===== config.mk =====
export PLATFORM = sky130hd
export DESIGN_NAME = mat_dma_flat
export DESIGN_NICKNAME = d
export VERILOG_FILES = /design/src/rtl/mat_dma_if.sv /design/src/rtl/mat_dma.sv /design/src/flat_wrapper.sv
export SDC_FILE = /design/constraint.sdc
export NUM_CORES = 1
export LEC_CHECK = 0
export BUFFER_PORTS_ARGS = -buffer_cell sky130_fd_sc_hd__buf_4
export CAP_MARGIN = 5
export CORE_AREA = 2 2 209 211
export CTS_BUF_LIST = sky130_fd_sc_hd__clkbuf_4
export DETAILED_ROUTE_END_ITERATION = 8
export DIE_AREA = 0 0 211 213
export SYNTH_ARGS = -nofsm -noshare
export SYNTH_HDL_FRONTEND = slang
export SYNTH_SLANG_ARGS = --single-unit
export TNS_END_PERCENT = 100

===== constraint.sdc =====
create_clock -name clk -period 3.69 [get_ports clk]
set_clock_uncertainty 0.1 [all_clocks]
set_input_delay 0.1845 -clock clk [delete_from_list [all_inputs] [get_ports clk]]
set_output_delay 0.1845 -clock clk [all_outputs]
set_load 0.01 [all_outputs]

===== src/rtl/mat_dma_if.sv =====
// rtl/mat_dma_if.sv - command/status and RAM-port bundle for the matrix word copier.
interface mat_dma_if #(
  parameter int DATA_W = 256,
  parameter int ADDR_W = 4
);
  logic              start;
  logic [ADDR_W-1:0] src_addr;
  logic [ADDR_W-1:0] dst_addr;
  logic [ADDR_W:0]   len;
  logic              busy;
  logic              done;
  logic              ram_enable;
  logic              ram_readwrite;
  logic [ADDR_W-1:0] ram_address;
  logic [DATA_W-1:0] ram_wdata;
  logic [DATA_W-1:0] ram_rdata;

  modport master (
    input  start, src_addr, dst_addr, len, ram_rdata,
    output busy, done, ram_enable, ram_readwrite, ram_address, ram_wdata
  );

  modport slave (
    output start, src_addr, dst_addr, len, ram_rdata,
    input  busy, done, ram_enable, ram_readwrite, ram_address, ram_wdata
  );
endinterface


===== src/rtl/mat_dma.sv =====
// rtl/mat_dma.sv - single-port RAM word copier, 3 cycles per word (READ, WAIT, WRITE).
// Optional MAT_DMA_TRANSPOSE_EN stores each captured 4x4 x 16-bit word transposed.
module mat_dma #(
  parameter int DATA_W = 256,
  parameter int ADDR_W = 4
) (
  input  logic      clk,
  input  logic      reset,
  mat_dma_if.master bus
);
  typedef enum logic [2:0] {IDLE, READ, WAIT, WRITE, DONE} state_t;

  state_t            state, state_next;
  logic [ADDR_W-1:0] src_q, dst_q;
  logic [ADDR_W:0]   len_q, idx_q;
  logic [DATA_W-1:0] data_q, captured;
  logic              last_word;

  assign last_word     = (idx_q + (ADDR_W+1)'(1)) == len_q;
  assign bus.ram_wdata = data_q;

  always_comb begin
    captured = bus.ram_rdata;
`ifdef MAT_DMA_TRANSPOSE_EN
    for (int r = 0; r < 4; r++) begin
      for (int c = 0; c < 4; c++) begin
        captured[(4*c+r)*16 +: 16] = bus.ram_rdata[(4*r+c)*16 +: 16];
      end
    end
`endif
  end

  always_ff @(posedge clk) begin
    if (reset) begin
      state  <= IDLE;
      src_q  <= '0;
      dst_q  <= '0;
      len_q  <= '0;
      idx_q  <= '0;
      data_q <= '0;
    end else begin
      state <= state_next;
      case (state)
        IDLE: begin
          if (bus.start) begin
            src_q <= bus.src_addr;
            dst_q <= bus.dst_addr;
            len_q <= bus.len;
            idx_q <= '0;
          end
        end
        WAIT:    data_q <= captured;
        WRITE:   idx_q  <= idx_q + (ADDR_W+1)'(1);
        default: ;
      endcase
    end
  end

  // Address sums are ADDR_W wide, so they wrap modulo the RAM size.
  always_comb begin
    state_next        = state;
    bus.busy          = 1'b0;
    bus.done          = 1'b0;
    bus.ram_enable    = 1'b0;
    bus.ram_readwrite = 1'b1;
    bus.ram_address   = '0;
    case (state)
      IDLE: begin
        if (bus.start) state_next = (bus.len == '0) ? DONE : READ;
      end
      READ: begin
        bus.busy        = 1'b1;
        bus.ram_enable  = 1'b1;
        bus.ram_address = src_q + idx_q[ADDR_W-1:0];
        state_next      = WAIT;
      end
      WAIT: begin
        bus.busy   = 1'b1;
        state_next = WRITE;
      end
      WRITE: begin
        bus.busy          = 1'b1;
        bus.ram_enable    = 1'b1;
        bus.ram_readwrite = 1'b0;
        bus.ram_address   = dst_q + idx_q[ADDR_W-1:0];
        state_next        = last_word ? DONE : READ;
      end
      DONE: begin
        bus.done   = 1'b1;
        state_next = IDLE;
      end
      default: state_next = IDLE;
    endcase
  end
endmodule

===== src/flat_wrapper.sv =====
// flat-port wrapper written by rule: the top's interface ports become plain ports
module mat_dma_flat 
#(
  parameter int DATA_W = 256,
  parameter int ADDR_W = 4
)
  (clk, reset, bus_start, bus_src_addr, bus_dst_addr, bus_len, bus_ram_rdata, bus_busy, bus_done, bus_ram_enable, bus_ram_readwrite, bus_ram_address, bus_ram_wdata);
  mat_dma_if #(.DATA_W(DATA_W), .ADDR_W(ADDR_W)) bus_i ();
  input  logic clk;
  input  logic reset;
  input wire logic [$bits(bus_i.start)-1:0] bus_start;
  input wire logic [$bits(bus_i.src_addr)-1:0] bus_src_addr;
  input wire logic [$bits(bus_i.dst_addr)-1:0] bus_dst_addr;
  input wire logic [$bits(bus_i.len)-1:0] bus_len;
  input wire logic [$bits(bus_i.ram_rdata)-1:0] bus_ram_rdata;
  output wire logic [$bits(bus_i.busy)-1:0] bus_busy;
  output wire logic [$bits(bus_i.done)-1:0] bus_done;
  output wire logic [$bits(bus_i.ram_enable)-1:0] bus_ram_enable;
  output wire logic [$bits(bus_i.ram_readwrite)-1:0] bus_ram_readwrite;
  output wire logic [$bits(bus_i.ram_address)-1:0] bus_ram_address;
  output wire logic [$bits(bus_i.ram_wdata)-1:0] bus_ram_wdata;
  assign bus_i.start = bus_start;
  assign bus_i.src_addr = bus_src_addr;
  assign bus_i.dst_addr = bus_dst_addr;
  assign bus_i.len = bus_len;
  assign bus_i.ram_rdata = bus_ram_rdata;
  assign bus_busy = bus_i.busy;
  assign bus_done = bus_i.done;
  assign bus_ram_enable = bus_i.ram_enable;
  assign bus_ram_readwrite = bus_i.ram_readwrite;
  assign bus_ram_address = bus_i.ram_address;
  assign bus_ram_wdata = bus_i.ram_wdata;
  mat_dma #(.DATA_W(DATA_W), .ADDR_W(ADDR_W)) u_core (.clk(clk), .reset(reset), .bus(bus_i));
endmodule

==> run summary, run 1 <==
Post-layout minimum cycle time: 3320 ps
Syn nets: 1538
Gpl congestion: 0.839
Port Buffers: 535
CP startpoint kind: flop
Fillers: 3770
Layout cells sized above 1: 29.5%
Core area: 42700 µm²
GRT overflow: 0
Achievable Freq: 0.301 GHz
Htree depth: 3
CTS Buffer Depth: 3
Final wirelength: 43.4 mm
Vias per cell: 4.44
Worst-skew pair later-pin latency: 750 ps
CTS sink count: 277
PnR Total Power: 10.5 mW
Sequential fraction of the synthesis area: 55.9%
First DRT Iteration DRCs: 655
First-pass GRT wire length: 66.6 mm
Number of remaining DRC errors: 0
Vias: 12687
Post-synth EDFFs: 0
Warnings, synthesis: 0
Async S/R FF share, synth: 0%
# rows: 76
Pwr/cell area: 525 nW/µm²
Die area: 44900 µm²
Area contributors post-synth: dfxtp_1, nand2_1, a21oi_1, buf_2, clkbuf_1
Seq cells post-synth: 277
CP arrival: 3040 ps
Vias in the first global route: 13331
RSZ-0062 raised after global routing: no
Setup_tns: 0 ps
Reg area: 5550 µm²
Synth Flop Type: dfxtp_1
MaxCap Viol Count: 0
Crit end category: output pin
Final HPWL DP: 24.0 mm
Largest area contributor in the netlist: dfxtp_1
Final Max Tran Viols: 0
Worst Tran Pin Value: 881 ps
Post-synth cell types: 40
Initial antenna violation count: 1
Worst EP required: 3410 ps
Status: completed
Total track usage: 18.5%
Average size of a mapped cell: 7.87 µm²
Mapped Area: 9920 µm²
Hold WC Path Type: in -> reg
Num CTS Buffers: 78
Relative slew margins: 41.0%
Area share of the largest cell type after synthesis: 55.9%
Die span in x: 211 µm
Area Overhead vs Synth: 101%
Leak Pwr: 8.77 nW
Count leader, synth: nand2_1
CTS tree: done
Largest net degree at the start of global routing: 141
Routed wire per std cell: 15.2 µm
Setup CP Type: reg -> out
Area of the multi-input gates: 3910 µm²
Final net count: 2528
Peak supply drop: 0.000536 V
Drt pass-1 iters: 5
Fin crit share: 90.1%
Commonest cells post-synth: nand2_1, dfxtp_1, a21oi_1
Ports: 536
Gate Count Post-Synth: 1261
CTS clock-pin slew for the worst setup and hold paths: 70 ps
Initial core utilization: 23.2%
Setup violators final: 0
Hold Vio Cnt, Final: 0
Die height: 213 µm
Final Util: 46.8%
Root Buffer: clkbuf_4
Critical path fanouts, max: 10
Post-route ant nets: 0
[layer usage]
| metal | GRT usage, % | vias to the layer above | share of wire [%] |
|---|---|---|---|
| met1 | 19.0 | 5814 | 36 |
| met3 | 6.71 | 147 | 9.4 |
| met2 | 31.6 | 642 | 49 |
| li1 | - | 6084 | - |
| met4 | 12.7 | 0 | 5.1 |
| met5 | 0 | - | 0 |
[flip-flops by register name, summed over array words and instances (netlist names)]
signal / count
u_core.bus.ram_wdata: 256
u_core.idx_q: 5
u_core.len_q: 5
u_core.dst_q: 4
u_core.src_q: 4
u_core.state: 3
[layout by cell type, fill, tap and decap left out, types with 5 or more instances in the layout]
master         instances
a21oi_1              274
buf_12                 5
buf_4                541
clkbuf_4             119
clkinv_1              12
dfxtp_1              277
dlygate4sd3_1        457
nand2_1              548
nor2_1                14
o21ai_0                6
xor2_1                 6
[through the flow]
stage / hold WS (ps) / setup WS, ps / area (µm²) / std cells
5_1_grt: 41.0 / 158 / 20000 / 2857
2_1_floorplan: 220 / 1390 / 9920 / 1261
4_1_cts: 0.0305 / 232 / 20000 / 2856
6_report: 130 / 366 / 20000 / 2857
3_3_place_gp: 331 / 1180 / 14300 / 2260
3_5_place_dp: 339 / 1150 / 14300 / 2260
[cell families (layout without fill, tap and decap cells)]
logic type / Yosys count / after routing / synth area share [%]
adders and majority gates: 5 / 5 / 0.706
AOI/OAI and AO/OA: 288 / 288 / 14.8
xor gates and xnor gates: 9 / 9 / 0.795
buffers and inverters: 99 / 1148 / 4.74
muxes: 1 / 1 / 0.101
and+or+nand+nor: 582 / 582 / 22.9
DFF: 277 / 277 / 55.9
other: 0 / 1 / 0
[path summary, 6_finish.rpt]
path,start,endpoint,slack [ps],cells past startpoint
worst max register to register,u_core.state[1],u_core.bus.ram_wdata[81],780,5
worst min register to register,u_core.bus.ram_wdata[39],u_core.bus.ram_wdata[39],350,2
worst min-delay path,bus_ram_rdata[46],u_core.bus.ram_wdata[46],130,4
worst max-delay path,u_core.state[2],bus_ram_address[2],370,12
[report_power, final]
part / switching [mW] / internal, mW
sequential: 0.338 / 3.52
clock: 1.37 / 1.68
combinational: 1.86 / 1.73
total: 3.56 / 6.92
[repair_timing]
action                    4_1_cts  5_1_grt
gates resized for setup         0        0
hold endpoints to repair      277        0
buffers inserted                0        0
hold buffers                  457        0
[area by class of cell]
class / count / area share, %
timing repair buffer: 1004 / 43.8
sequential: 277 / 27.8
multi-input combinational: 885 / 19.6
clock buffer: 119 / 4.47
tap: 546 / 3.42
clock inverter: 20 / 0.796
inverter: 5 / 0.113
antenna: 1 / 0.0125
[worst max-delay path, cell delays in order (launching register included)]
cell and delay, ps:
dfxtp_1 570, nand2b_4 240, clkinv_2 80, and2_4 200
inv_4 90, nand2_1 60, nand2_1 70, ha_1 170
inv_1 60, fa_1 370, xor2_1 170, nor2_1 90
buf_4 130
No activity file was read; power rests on OpenSTA's default activity.
==> run 2, diff against run 1 <==
--- a/config.mk
+++ b/config.mk
@@ -7,10 +7,10 @@
 export LEC_CHECK = 0
 export BUFFER_PORTS_ARGS = -buffer_cell sky130_fd_sc_hd__buf_4
 export CAP_MARGIN = 5
-export CORE_AREA = 2 2 209 211
+export CORE_AREA = 2 2 208 210
 export CTS_BUF_LIST = sky130_fd_sc_hd__clkbuf_4
 export DETAILED_ROUTE_END_ITERATION = 8
-export DIE_AREA = 0 0 211 213
+export DIE_AREA = 0 0 210 212
 export SYNTH_ARGS = -nofsm -noshare
 export SYNTH_HDL_FRONTEND = slang
 export SYNTH_SLANG_ARGS = --single-unit
==> run 2 against run 1 <==
Global-route usage shrank 0.29 points. Wire length decreased by 2.4%. Critical path depth unchanged. Combinational power is essentially flat. Via count fell by 1.4%. Clock-buffer cell count shrank 1. Sequential power is essentially flat. Maximum frequency is 0.22% lower. Design area decreased by 1.1%. Critical path type unchanged. Critical endpoint unchanged. Largest cell class unchanged. Largest power group unchanged. Highest routed layer unchanged.
==> run summary, run 2 (synthesis gave the netlist of run 1 again) <==
Status: completed
Worst reg2reg setup slack: 650 ps
Core area: 42500 µm²
Pre-CTS WS: 1140 ps
Setup CP Type: reg -> out
Post-layout minimum cycle time: 3330 ps
Area of the multi-input gates: 3910 µm²
Fillers: 3840
Commonest non-fill, non-tap cells in the layout: nand2_1, buf_4, dlygate4sd3_1, dfxtp_1, a21oi_1
Initial core utilization: 23.3%
Pwr/cell area: 516 nW/µm²
CTS tree: done
Reg-to-reg endpoint: u_core.bus.ram_wdata[100]
Number of remaining DRC errors: 0
Num CTS Buffers: 77
Gpl congestion: 0.789
Hold WC Path Type: in -> reg
Worst Tran Pin Value: 906 ps
Htree depth: 3
Ports: 536
Final Max Tran Viols: 0
Drt pass-1 iters: 5
CP top delay family: simple AND/OR/NAND/NOR gates
Crit path top cell by count: nand2_1
Die span in x: 210 µm
FF-to-FF Start: u_core.state[0]
Achievable Freq: 0.300 GHz
Worst EP required: 3410 ps
CTS sink count: 277
Hold Vio Cnt, Final: 0
Crit end category: output pin
Worst-skew pair later-pin latency: 760 ps
Most common cell after layout, fill and taps aside: nand2_1
Hold Crit Depth: 4
CP bufs+invs: 4
CTS clock-pin slew for the worst setup and hold paths: 60 ps
Critical path fanouts, max: 10
Crit-path slowest cell: dfxtp_1
Port Buffers: 535
Setup_tns: 0 ps
Die height: 212 µm
Worst path cell trace: nand2b_4 > clkinv_2 > and2_4 > inv_4 > nand2_1 > nand2_1 > ha_1 > inv_1 > fa_1 > xor2_1 > nor2_1 > buf_4
GRT overflow: 0
MaxCap Viol Count: 0
CP startpoint kind: flop
PostCTS Resize Cnt: 0
Initial antenna violation count: 1
Area Overhead vs Synth: 99.1%
Root Buffer: clkbuf_4
Worst-case reg-to-reg path depth: 5
Reg area: 5550 µm²
Setup ws final: 359 ps
Die area: 44500 µm²
Final HPWL DP: 23.6 mm
Largest net degree at the start of global routing: 135
Peak supply drop: 0.000288 V
Vias: 12510
First DRT Iteration DRCs: 631
Endpoint, Worst Hold: u_core.bus.ram_wdata[170]
Max stage delay on crit path: 570 ps
Total track usage: 18.2%
Post-route ant nets: 0
Vias in the first global route: 13155
Setup violators final: 0
Final net count: 2518
Routed wire per std cell: 14.9 µm
# rows: 76
Leak Pwr: 8.70 nW
Min-delay src: bus_ram_rdata[170]
Final wirelength: 42.4 mm
Fin crit share: 90.3%
CP arrival: 3050 ps
Relative slew margins: 39.4%
CTS Buffer Depth: 3
Number of flip-flops in the largest register: 256
First-pass GRT wire length: 65.5 mm
Layout cells sized above 1: 29.5%
Vias per cell: 4.41
RSZ-0062 raised after global routing: no
run 2: repair_timing:
action                    in CTS  in global routing
hold buffers                 449                  0
buffers inserted               0                  0
hold endpoints to repair     277                  0
run 2: report_power, final:
group,switching (mW),internal [mW],total (mW)
clock network,1.32,1.44,2.76
registers,0.331,3.52,3.85
logic,1.85,1.73,3.57
total,3.50,6.69,10.2
run 2: worst max path at each step:
stage	start	endpoint	slack [ps]	cells past startpoint
finish	u_core.state[2]	bus_ram_address[2]	360	12
global route	u_core.state[2]	bus_ram_address[2]	80	12
CTS	u_core.state[2]	bus_ram_address[2]	210	12
detailed placement	u_core.state[0]	u_core.bus.ram_wdata[71]	1140	4
global placement	u_core.state[2]	bus_ram_address[2]	1190	12
floorplan	u_core.state[2]	bus_ram_address[2]	1390	13
run 2: per-stage QoR:
| step | hold WS, ps | power (mW) | area [µm²] | utilization (%) | cells |
|---|---|---|---|---|---|
| 2_1_floorplan | 220 | 5.45 | 9920 | - | 1261 |
| 3_3_place_gp | 331 | 6.78 | 14300 | 33.7 | 2259 |
| 3_5_place_dp | 339 | 6.83 | 14300 | 33.7 | 2259 |
| 4_1_cts | 1.81 | 10.2 | 19700 | 46.5 | 2838 |
| 5_1_grt | 63.6 | 10.8 | 19700 | 46.5 | 2839 |
| 6_report | 147 | 10.2 | 19700 | 46.5 | 2839 |
run 2: tightest hold or removal path: cells and delay by family:
kind	cells	cell delay (ps)
simple gates	1	40
compound gates	1	100
buf+inv	2	630
run 2: per-layer routing:
metal,routed length (µm),GRT usage (%)
met1,16100,19.2
met2,20500,31.2
met3,3780,6.35
met4,2000,11.4
met5,0,0
run 2: cell type report:
class                           count  share of cell area (%)
Timing Repair Buffer              995                    43.8
Antenna cell                        1                  0.0127
Multi-Input combinational cell    885                    19.8
Inverter                            5                   0.114
Clock buffer                      118                    4.49
Sequential cell                   277                    28.1
Clock inverter                     12                   0.241
Tap cell                          546                    3.46
==> run 3, diff against run 2 <==
==> constraint.sdc (replaced) <==
create_clock -name clk -period 3.1 [get_ports clk]
set_clock_uncertainty 0.1 [all_clocks]
set_input_delay 0.155 -clock clk [delete_from_list [all_inputs] [get_ports clk]]
set_output_delay 0.155 -clock clk [all_outputs]
set_load 0.01 [all_outputs]
==> run 3 against run 2 <==
Setup slack worse by 220 ps. Clock power is 16% higher. Clock-buffer cell count is 9 lower. Utilization is 2.4 points lower. Power is 17% higher. Critical path type is now reg -> reg.
==> run summary, run 3 (synthesis gave the netlist of run 1 again) <==
Final wirelength: 39.6 mm
Die height: 212 µm
CP top delay family: buffers and inverters
Total track usage: 16.6%
Routed wire per std cell: 14.5 µm
Hold Vio Cnt, Final: 0
Root Buffer: clkbuf_4
Achievable Freq: 0.337 GHz
Number of remaining DRC errors: 0
CTS tree: done
Critical path fanouts, max: 14
Hold WS: 144 ps
Status: completed
MaxCap Viol Count: 0
Fillers: 3975
Worst Tran Pin Value: 877 ps
Worst EP required: 3630 ps
Min-delay src: bus_ram_rdata[40]
Post-Place Cell Area: 14300 µm²
Die area: 44500 µm²
Crit path top cell by count: dlygate4sd3_1
Number of flip-flops in the largest register: 256
CTS clock-pin slew for the worst setup and hold paths: 60 ps
Final net count: 2422
Vias per cell: 4.38
Layout cells sized above 1: 31.1%
CTS sink count: 277
Worst reg2reg setup slack: 130 ps
Core area: 42500 µm²
GRT overflow: 0
Fin crit share: 95.7%
Area Overhead vs Synth: 89.0%
Drt pass-1 iters: 5
Post-layout minimum cycle time: 2970 ps
Crit end category: flop
Endpoint, Worst Hold: u_core.bus.ram_wdata[40]
CP bufs+invs: 3
Reg-to-reg endpoint: u_core.src_q[3]
Vias: 11991
Worst path cell trace: buf_4 > nor4b_4 > nand2_1 > dlygate4sd3_1 > a21oi_1 > dlygate4sd3_1
Setup CP Type: reg -> reg
Ports: 536
# rows: 76
Final Max Tran Viols: 0
Layout Cell Area excl Fill: 18700 µm²
Htree depth: 3
Port Buffers: 535
Final HPWL DP: 23.4 mm
Relative slew margins: 41.3%
First-pass GRT wire length: 60.4 mm
Vias in the first global route: 12201
Hold WC Path Type: in -> reg
CTS Buffer Depth: 3
Die span in x: 210 µm
FF-to-FF Start: u_core.state[2]
Placed Cells: 2260
Max stage delay on crit path: 800 ps
Cell Count, Final, Fillers Out: 2736
Post-route ant nets: 0
Hold Crit Depth: 4
Commonest non-fill, non-tap cells in the layout: nand2_1, buf_4, dlygate4sd3_1, dfxtp_1, a21oi_1
First DRT Iteration DRCs: 768
PnR Total Power: 11.9 mW
Initial core utilization: 23.3%
Peak supply drop: 0.000632 V
Largest net degree at the start of global routing: 144
Pwr/cell area: 633 nW/µm²
CP startpoint kind: flop
CP arrival: 3500 ps
Final Util: 44.1%
Leak Pwr: 8.20 nW
Crit-path slowest cell: nor4b_4
Initial antenna violation count: 1
Worst-case reg-to-reg path depth: 6
Num CTS Buffers: 79
Gpl congestion: 0.774
Worst-skew pair later-pin latency: 680 ps
Setup violators final: 0
## run 3: changes by cell type in the layout (fill, tap and decap cells not counted), moves of 2 or more
cell and delta:
dlygate4sd3_1 -106, clkbuf_4 -9, buf_4 +7, dfxtp_1 -2
dfxtp_4 +2, inv_2 +2
## run 3: how the worst max path moves through the flow
stage | start | to | slack (ps) | cells past startpoint
after floorplan | u_core.state[2] | bus_ram_address[2] | 830 | 13
after global placement | u_core.state[2] | bus_ram_address[2] | 620 | 12
after detailed placement | u_core.state[2] | bus_ram_address[2] | 590 | 12
after CTS | u_core.state[0] | bus_ram_address[3] | 70 | 12
after global routing | u_core.state[2] | bus_ram_address[3] | -2 | 12
final | u_core.state[2] | u_core.src_q[3] | 130 | 6
## run 3: layout make-up
| cell class | count | area, µm² | share of cell area (%) |
|---|---|---|---|
| Timing Repair Buffer | 897 | 7660 | 40.9 |
| Sequential cell | 277 | 5550 | 29.6 |
| Multi-Input combinational cell | 885 | 3920 | 20.9 |
| Clock buffer | 109 | 818 | 4.36 |
| Tap cell | 546 | 683 | 3.64 |
| Clock inverter | 16 | 88.8 | 0.474 |
| Inverter | 5 | 25.0 | 0.133 |
| Antenna cell | 1 | 2.50 | 0.0133 |
## run 3: per-stage QoR
stage,TNS (ps),worst slack [ps]
5_1_grt,-1.61,-1.61
4_1_cts,0,73.5
2_1_floorplan,0,834
6_report,0,134
3_5_place_dp,0,587
3_3_place_gp,0,623
## run 3: layer usage
layer,GRT usage (%),vias up,routed length (µm)
li1,-,5854,-
met1,18.0,5485,15400
met2,28.4,544,19100
met3,6.29,108,3410
met4,8.46,0,1660
met5,0,-,0
## run 3: power by group
| group | total, mW | switching, mW | internal [mW] | leakage (nW) |
|---|---|---|---|---|
| Clock | 3.20 | 1.52 | 1.68 | 0.552 |
| Sequential | 4.56 | 0.360 | 4.20 | 2.25 |
| Combinational | 4.12 | 2.17 | 1.95 | 5.39 |
| Total | 11.9 | 4.05 | 7.83 | 8.20 |
## run 3: tightest hold or removal path: stages
cell and delay, ps:
dlygate4sd3_1 520, buf_4 90, nand2_1 40, a21oi_1 100
## run 3: timing repair
| action | in CTS | in global routing |
|---|---|---|
| buffers inserted | 1 | 6 |
| hold endpoints to repair | 277 | 0 |
| resized for setup | 4 | 3 |
| endpoints found under the setup margin | 3 | 2 |
| hold buffers | 343 | 0 |
